File: src/rtl/param_rtc_alarm.sv
// -----------------------------------------------------------------------------
// param_rtc_alarm
// Real-time clock with hh:mm:ss time keeping, a one-second prescaler, time load,
// a sticky hh:mm alarm and a 12/24-hour display formatter.
//
// Parameters
//   CLK_DIV : clk cycles per one-second tick (1 .. 2^24)
//
// Ports
//   clk              : single clock, all state updates on the rising edge
//   rst              : synchronous active-high reset
//   en               : run enable for prescaler and time counters
//   ld, ld_sec/min/hr: time load strobe and values (out-of-range fields load 0)
//   al_wr, al_min/hr : alarm time write strobe and values (out-of-range -> 0)
//   al_en            : alarm match enable
//   al_clr           : alarm flag clear (a simultaneous set wins)
//   h12              : 1 selects 12-hour display format
//   sec, min, hr     : registered 24-hour time
//   tick             : one-cycle pulse on every second increment
//   alarm            : sticky alarm flag
//   disp_hr, pm      : formatted hour and afternoon indicator (combinational)
// -----------------------------------------------------------------------------
module param_rtc_alarm #(
    parameter int CLK_DIV = 1
) (
    input  logic       clk,
    input  logic       rst,
    input  logic       en,
    input  logic       ld,
    input  logic [5:0] ld_sec,
    input  logic [5:0] ld_min,
    input  logic [4:0] ld_hr,
    input  logic       al_wr,
    input  logic [5:0] al_min,
    input  logic [4:0] al_hr,
    input  logic       al_en,
    input  logic       al_clr,
    input  logic       h12,
    output logic [5:0] sec,
    output logic [5:0] min,
    output logic [4:0] hr,
    output logic       tick,
    output logic       alarm,
    output logic [4:0] disp_hr,
    output logic       pm
);

    // A divide-by-one still gets a 1-bit counter so the logic stays uniform.
    localparam int PW = (CLK_DIV > 1) ? $clog2(CLK_DIV) : 1;
    localparam logic [PW-1:0] PS_MAX = PW'(CLK_DIV - 1);

    // Replace an out-of-range seconds/minutes value with 0.
    function automatic logic [5:0] fix_60(input logic [5:0] v);
        return (v > 6'd59) ? 6'd0 : v;
    endfunction

    // Replace an out-of-range hour value with 0.
    function automatic logic [4:0] fix_24(input logic [4:0] v);
        return (v > 5'd23) ? 5'd0 : v;
    endfunction

    logic [PW-1:0] r_ps;
    logic [5:0]    r_sec;
    logic [5:0]    r_min;
    logic [4:0]    r_hr;
    logic          r_tick;
    logic          r_alarm;
    logic [5:0]    r_al_min;
    logic [4:0]    r_al_hr;

    logic          w_ps_max;
    logic          w_adv;
    logic          w_set;
    logic [5:0]    w_next_sec;
    logic [5:0]    w_next_min;
    logic [4:0]    w_next_hr;

    assign w_ps_max = (r_ps == PS_MAX);
    // A second advances only when running, at the end of the prescale period,
    // and not while a load is overriding the time.
    assign w_adv    = en & w_ps_max & ~ld;

    // Time value one second after the current one, with cascaded wraps.
    always_comb begin
        w_next_sec = r_sec;
        w_next_min = r_min;
        w_next_hr  = r_hr;
        if (r_sec == 6'd59) begin
            w_next_sec = 6'd0;
            if (r_min == 6'd59) begin
                w_next_min = 6'd0;
                if (r_hr == 5'd23) begin
                    w_next_hr = 5'd0;
                end else begin
                    w_next_hr = r_hr + 5'd1;
                end
            end else begin
                w_next_min = r_min + 6'd1;
            end
        end else begin
            w_next_sec = r_sec + 6'd1;
        end
    end

    // Alarm fires only on a tick landing exactly on hh:mm:00 (never on a load).
    assign w_set = w_adv & al_en & (w_next_hr == r_al_hr) &
                   (w_next_min == r_al_min) & (w_next_sec == 6'd0);

    // Prescaler, time counters, tick pulse, alarm registers and alarm flag.
    always_ff @(posedge clk) begin
        if (rst) begin
            r_ps     <= '0;
            r_sec    <= 6'd0;
            r_min    <= 6'd0;
            r_hr     <= 5'd0;
            r_tick   <= 1'b0;
            r_alarm  <= 1'b0;
            r_al_min <= 6'd0;
            r_al_hr  <= 5'd0;
        end else begin
            r_tick <= 1'b0;
            if (ld) begin
                r_ps  <= '0;
                r_sec <= fix_60(ld_sec);
                r_min <= fix_60(ld_min);
                r_hr  <= fix_24(ld_hr);
            end else if (en) begin
                if (w_ps_max) begin
                    r_ps   <= '0;
                    r_tick <= 1'b1;
                    r_sec  <= w_next_sec;
                    r_min  <= w_next_min;
                    r_hr   <= w_next_hr;
                end else begin
                    r_ps <= r_ps + {{(PW-1){1'b0}}, 1'b1};
                end
            end else begin
                r_ps <= r_ps;
            end

            if (al_wr) begin
                r_al_min <= fix_60(al_min);
                r_al_hr  <= fix_24(al_hr);
            end else begin
                r_al_min <= r_al_min;
                r_al_hr  <= r_al_hr;
            end

            // Set has priority over clear when both happen together.
            if (w_set) begin
                r_alarm <= 1'b1;
            end else if (al_clr) begin
                r_alarm <= 1'b0;
            end else begin
                r_alarm <= r_alarm;
            end
        end
    end

    // 12/24-hour display formatting of the current hour.
    always_comb begin
        pm      = (r_hr >= 5'd12);
        disp_hr = r_hr;
        if (!h12) begin
            disp_hr = r_hr;
        end else if (r_hr == 5'd0) begin
            disp_hr = 5'd12;
        end else if (r_hr <= 5'd12) begin
            disp_hr = r_hr;
        end else begin
            disp_hr = r_hr - 5'd12;
        end
    end

    assign sec   = r_sec;
    assign min   = r_min;
    assign hr    = r_hr;
    assign tick  = r_tick;
    assign alarm = r_alarm;

endmodule

File: config.mk
export PLATFORM = sky130hd
export DESIGN_NAME = param_rtc_alarm
export DESIGN_NICKNAME = d
export VERILOG_FILES = /design/src/rtl/param_rtc_alarm.sv
export SDC_FILE = /design/constraint.sdc
export NUM_CORES = 1
export LEC_CHECK = 0
export ABC_CLOCK_PERIOD_IN_PS = 4000
export CAP_MARGIN = 20
export CORE_UTILIZATION = 25
export DETAILED_ROUTE_END_ITERATION = 12
export GPL_ROUTABILITY_DRIVEN = 0
export PLACE_DENSITY_LB_ADDON = 0.3
export SLEW_MARGIN = 25
export SYNTH_ARGS = -nofsm -noshare
export SYNTH_HDL_FRONTEND = slang
export SYNTH_SLANG_ARGS = --single-unit
File: constraint.sdc
create_clock -name clk -period 4 [get_ports clk]
set_input_delay 0.6 -clock clk [delete_from_list [all_inputs] [get_ports clk]]
set_output_delay 0.6 -clock clk [all_outputs]
set_load 0.01 [all_outputs]
* Word level (Yosys, flattened, before mapping) *
Cells that the tools add are included.

word-level totals
  input port bits = 36
  flip-flop bits (word level) = 31
  logic and storage cells = 69

operators by class
  magnitude comparators = 7
  multiplexer cells = 27
  add/subtract/negate cells = 5
  equal/unequal tests = 6
  bitwise gates (word level) = 9
  reductions and logical operators = 7

operators with widths
  kind                                                                                 count
  6-bit 2-to-1 mux                                                                     12
  5-bit 2-to-1 mux                                                                     11
  6-bit greater-than comparator, second input constant                                 3
  6-bit by 1-bit adder with 6-bit output, second input constant                        2
  6-bit equality test, second input constant                                           2
  5-bit greater-than comparator, second input constant                                 2
  1-bit AND                                                                            6
  6-bit equality test                                                                  1
  6-bit zero test                                                                      1
  5-bit by 1-bit adder with 5-bit output, second input constant                        1
  5-bit equality test                                                                  1
  5-bit equality test, second input constant                                           1
  5-bit by 4-bit greater-or-equal comparator with 1-bit output, second input constant  1
  5-bit by 4-bit less-or-equal comparator with 1-bit output, second input constant     1
  5-bit zero test                                                                      1
  5-bit by 4-bit subtractor with 5-bit output, second input constant                   1
  1-bit 2-to-1 mux                                                                     4
  2-bit nonzero test                                                                   2
  1-bit NOT                                                                            3
  3-bit OR reduction                                                                   1
  2-bit inequality test, second input constant                                         1
  2-bit AND reduction                                                                  1
  2-bit OR reduction                                                                   1
  1-bit adder, second input constant                                                   1

* Longest topological paths before layout *
  depth after elaboration = 9
  mapped depth = 9
  mapped depth without buffers = 9

* Least setup slack after synthesis *
OpenSTA, ideal clock, no wires.

  path type = reg2reg
  from = register r_sec[0], in the netlist sec[0]
  to = register r_alarm, in the netlist alarm
  arrival = 2.089 ns
  library setup time = 0.069 ns
  slack = 1.842 ns
  data required time = 3.931 ns
  period minus slack after synthesis = 2.158 ns
  buffers on the path = 1
  stages on the path, launching flop included = 9
  path through = dfxtp_1 > ha_1 > buf_1 > nand4_4 > nor2_1 > mux2_2 > a2111oi_2 > nand4_1 > o21ai_1

on the way
  cells in the longest elaborated chain, start to end = 7
  elaborated cells on any way between the ends = 13
  those cells by class = add/sub: 1; eq/ne: 3; mux: 4; bitwise: 3; reduce/logical: 2

ends and longest elaborated chain
  item                                                                                            line  text
  start, declared                                                                                 63    logic [5:0] r_sec;
  start signal, assigned                                                                          124   r_sec <= fix_60(ld_sec);
  start signal, assigned                                                                          131   r_sec <= w_next_sec;
  parallel branches: the longest is 5 deep, another holds 6-bit by 1-bit adder with 6-bit output  -
  1-bit AND *                                                                                     107   (w_next_min == r_al_min) & (w_next_sec == 6'd0);
  1-bit 2-to-1 mux / 2-bit nonzero test (equally long branches)                                   -
  end signal, assigned                                                                            155   r_alarm <= r_alarm;
  end, declared                                                                                   67    logic r_alarm;

Every way passes the cells marked *.
A chain may end at the register's enable or synchronous reset.

* Final worst setup path *
  from = register r_hr[2], in the netlist hr[2]
  to = output disp_hr[3]

on the way
  cells in the longest elaborated chain, start to end = 4
  elaborated cells on any way between the ends = 6
  those cells by class = add/sub: 1; order compare: 1; mux: 3; reduce/logical: 1

ends and longest elaborated chain
  item                                                                                                                             line      text
  start, declared                                                                                                                  65        logic [4:0] r_hr;
  start signal, assigned                                                                                                           126       r_hr <= fix_24(ld_hr);
  start signal, assigned                                                                                                           133       r_hr <= w_next_hr;
  5-bit by 4-bit subtractor with 5-bit output / 5-bit by 4-bit less-or-equal comparator with 1-bit output (equally long branches)  171, 168
  5-bit 2-to-1 mux                                                                                                                 168       end else if (r_hr <= 5'd12) begin
  5-bit 2-to-1 mux *                                                                                                               166       end else if (r_hr == 5'd0) begin
  5-bit 2-to-1 mux *                                                                                                               164       if (!h12) begin
  end, declared                                                                                                                    44        output logic [4:0] disp_hr,

Every way passes the cells marked *; elsewhere a longest branch is shown, timed or not.

==> qor.yml <==
fin_skew_ns: 0.00812
die_y_um: 96.1
holdPathStages: 2
vias_per_cell: 5.09
antenna_found_initial: 0
ir_worst_vdd_v: 0.000118
drtIter0Drc: 210
cts_buffer_depth: 2
pre_cts_slack_ns: 1.19
place_inst: 443
fill_cells: 872
syn_to_final_growth_pct: 32.8
reg2reg_to: "alarm"
yosysWarnings: 0
worstSkewPairLatency_ns: 0.29
async_flop_share_pct: 0
hpwl_um: 4750
crit_chain: "ha_1 -> a21oi_1 -> o21ai_0 -> nor2_1 -> o21ai_0 -> clkdlybuf4s50_1"
grt_overflow: 0
drt_wl_total_um: 6190
cp_slowest_stage_delay_ns: 0.56
ioPinCount: 61
end_kind: "primary output"
final_cell_mix: "clkdlybuf4s50_1, nor2_1, a21oi_1"
cts_htree_levels: 2
final_core_util_pct: 35.1
critPathKind: "flop to primary output"
clkTransAtPathRegs_ns: 0.07
mostFrequentLayoutCell: "clkdlybuf4s50_1"
rows: 33
ys_seq_area_share_pct: 27.1
ys_ff_latch: 30
fin_setup_tns_ns: 0
p_leak_nw: 1.06
synth_area_per_cell_um2: 7.50
root_buffer: "clkbuf_8"
grt_max_degree: 31
r2r_setup_slack_ns: 1.39
n_antenna_cell: 0
cpMaxStageDelayCell: "clkdlybuf4s50_1"
synth_edf_count: 0
netlist_instances: 295
max_freq_mhz: 352
cts_sinks: 30
worst-path-max-fanout: 9
core_area_um2: 8380
dieArea_um2: 9230
cts_tree: "done"
path_common_cell: "o21ai_0"
min_period_ns: 2.84
fin_ws_ns: 1.16
grt_pass1_vias: 2132
synth_nets: 338
min_path_type: "flop to flop"
crit_arrival_ns: 2.24
final_antenna_net_count: 0
post_cts_resized: 0
maxCapViolations: 0
timing.rr.start: "sec[1]"
min_period_over_period_pct: 70.9
firstDrtPassIters: 4
die_x_um: 96.1
start_util_pct: 26.4
io_buffers: 60
outcome: "finished clean"
post_cts_buffers: 0
grtUsageTotal_pct: 14.4
layout.nets: 388
wl_per_cell_um: 13.7
start_kind: "flop"
drc: 0
reg2regPathDepth: 8
worstPathRequired_ns: 3.40
synth_cell_type_count: 52
pwr_density_cell_nw_per_um2: 263
via_count: 2297
min_to: "alarm"
holdBufCountCts: 0
ys.flop_type: "dfxtp_1"
cts_buffers: 5
worst_pin_slew_ns: 0.695
grt_pass1_wl_um: 10300
stdcell_count: 451
syn_area_um2: 2210
finalSetupViolations: 0
slew_headroom_pct: 53.6
hold_path_startpoint: "alarm"
rsz0062_at_grt: "false"
hold_viol_final: 0
slew_viol_final: 0
drive_gt1_share_pct: 6.07
==> cell type report <==
| class | instances | area, um2 | area share [%] |
|---|---|---|---|
| inverters | 11 | 41.3 | 1.40 |
| multi-input cells | 235 | 1460 | 49.6 |
| repair buffers | 62 | 616 | 20.9 |
| flip-flops and latches | 30 | 601 | 20.4 |
| clock inverters | 1 | 5.00 | 0.170 |
| clock buffers | 7 | 86.3 | 2.94 |
| well taps | 105 | 131 | 4.47 |
==> sequential cells by signal (all words and copies together) (netlist names) <==
register and flops:
min 6, r_al_hr 5, hr 5, tick 1, r_al_min 6, alarm 1, sec 6
==> routing by layer <==
layer  routed length, um  vias up  track usage, %
li1                    -     1177               -
met3                 312        5            3.48
met4                  59        0            3.36
met2                2770       57            21.4
met5                   0        -               0
met1                3050     1058            20.7
==> worst max-delay path, delay by kind of cell (launching register included) <==
kind            cells  cell delay, ns
simple gates        1            0.06
flops               1            0.50
buf+inv             1            0.56
compound gates      3            0.53
fa+ha+maj           1            0.29
==> synth_stat cells, drive strengths merged (2+ instances only) <==
| master | count | share of area, % |
|---|---|---|
| and2 | 4 | 1.1 |
| nor3 | 5 | 1.1 |
| clkbuf | 7 | 1.2 |
| and3 | 4 | 1.4 |
| nand3 | 11 | 2.7 |
| mux2i | 10 | 4.5 |
| nand2 | 30 | 5.1 |
| a2111oi | 4 | 1.9 |
| ha | 7 | 4.0 |
| o32ai | 2 | 0.79 |
| nand4b | 3 | 1.2 |
| o31ai | 2 | 0.68 |
| buf | 12 | 3.9 |
| nor2 | 47 | 8.2 |
| nor3b | 4 | 1.4 |
| xnor2 | 8 | 3.2 |
| a41oi | 3 | 1.2 |
| a21oi | 33 | 7.5 |
| a31oi | 5 | 1.4 |
| o21ai | 12 | 2.7 |
| inv | 11 | 1.9 |
| nand4 | 8 | 2.9 |
| nor2b | 2 | 0.57 |
| dfxtp | 30 | 27 |
| mux2 | 4 | 2.0 |
| and4b | 2 | 1.1 |
| a22oi | 10 | 3.6 |
| xor2 | 2 | 0.79 |
==> how the worst max path moves through the flow <==
stage,start,to,slack (ns),depth (start not counted)
6_report,hr[2],disp_hr[3],1.16,6
5_1_grt,hr[2],disp_hr[3],0.95,6
4_1_cts,hr[2],disp_hr[3],1.15,6
3_5_place_dp,h12,disp_hr[4],1.19,5
3_3_place_gp,h12,disp_hr[4],1.21,5
2_1_floorplan,sec[0],alarm,1.84,8
==> cells by family after synthesis <==
| kind of cell | share of synthesized area [%] |
|---|---|
| and+or+nand+nor | 28.1 |
| AOI/OAI and AO/OA | 23.3 |
| buffers and inverters | 6.95 |
| DFF | 27.1 |
| muxes | 6.56 |
| xor gates and xnor gates | 3.96 |
| adders and majority gates | 3.96 |
==> power breakdown <==
part	internal, mW	total [mW]	leakage, nW	switching [mW]
sequential	0.314	0.344	0.247	0.0294
combinational	0.0949	0.169	0.766	0.0743
clock	0.139	0.260	0.0482	0.121
total	0.548	0.773	1.06	0.225
==> stage by stage <==
stage               total power [mW]  hold slack (ns)  area, um2
floorplan                      0.433            0.450       2210
global placement               0.518            0.465       2850
detailed placement             0.520            0.469       2850
CTS                            0.780            0.481       2940
global route                   0.820            0.504       2940
finish                         0.773            0.472       2940
Power figures use the tool's default switching activity.
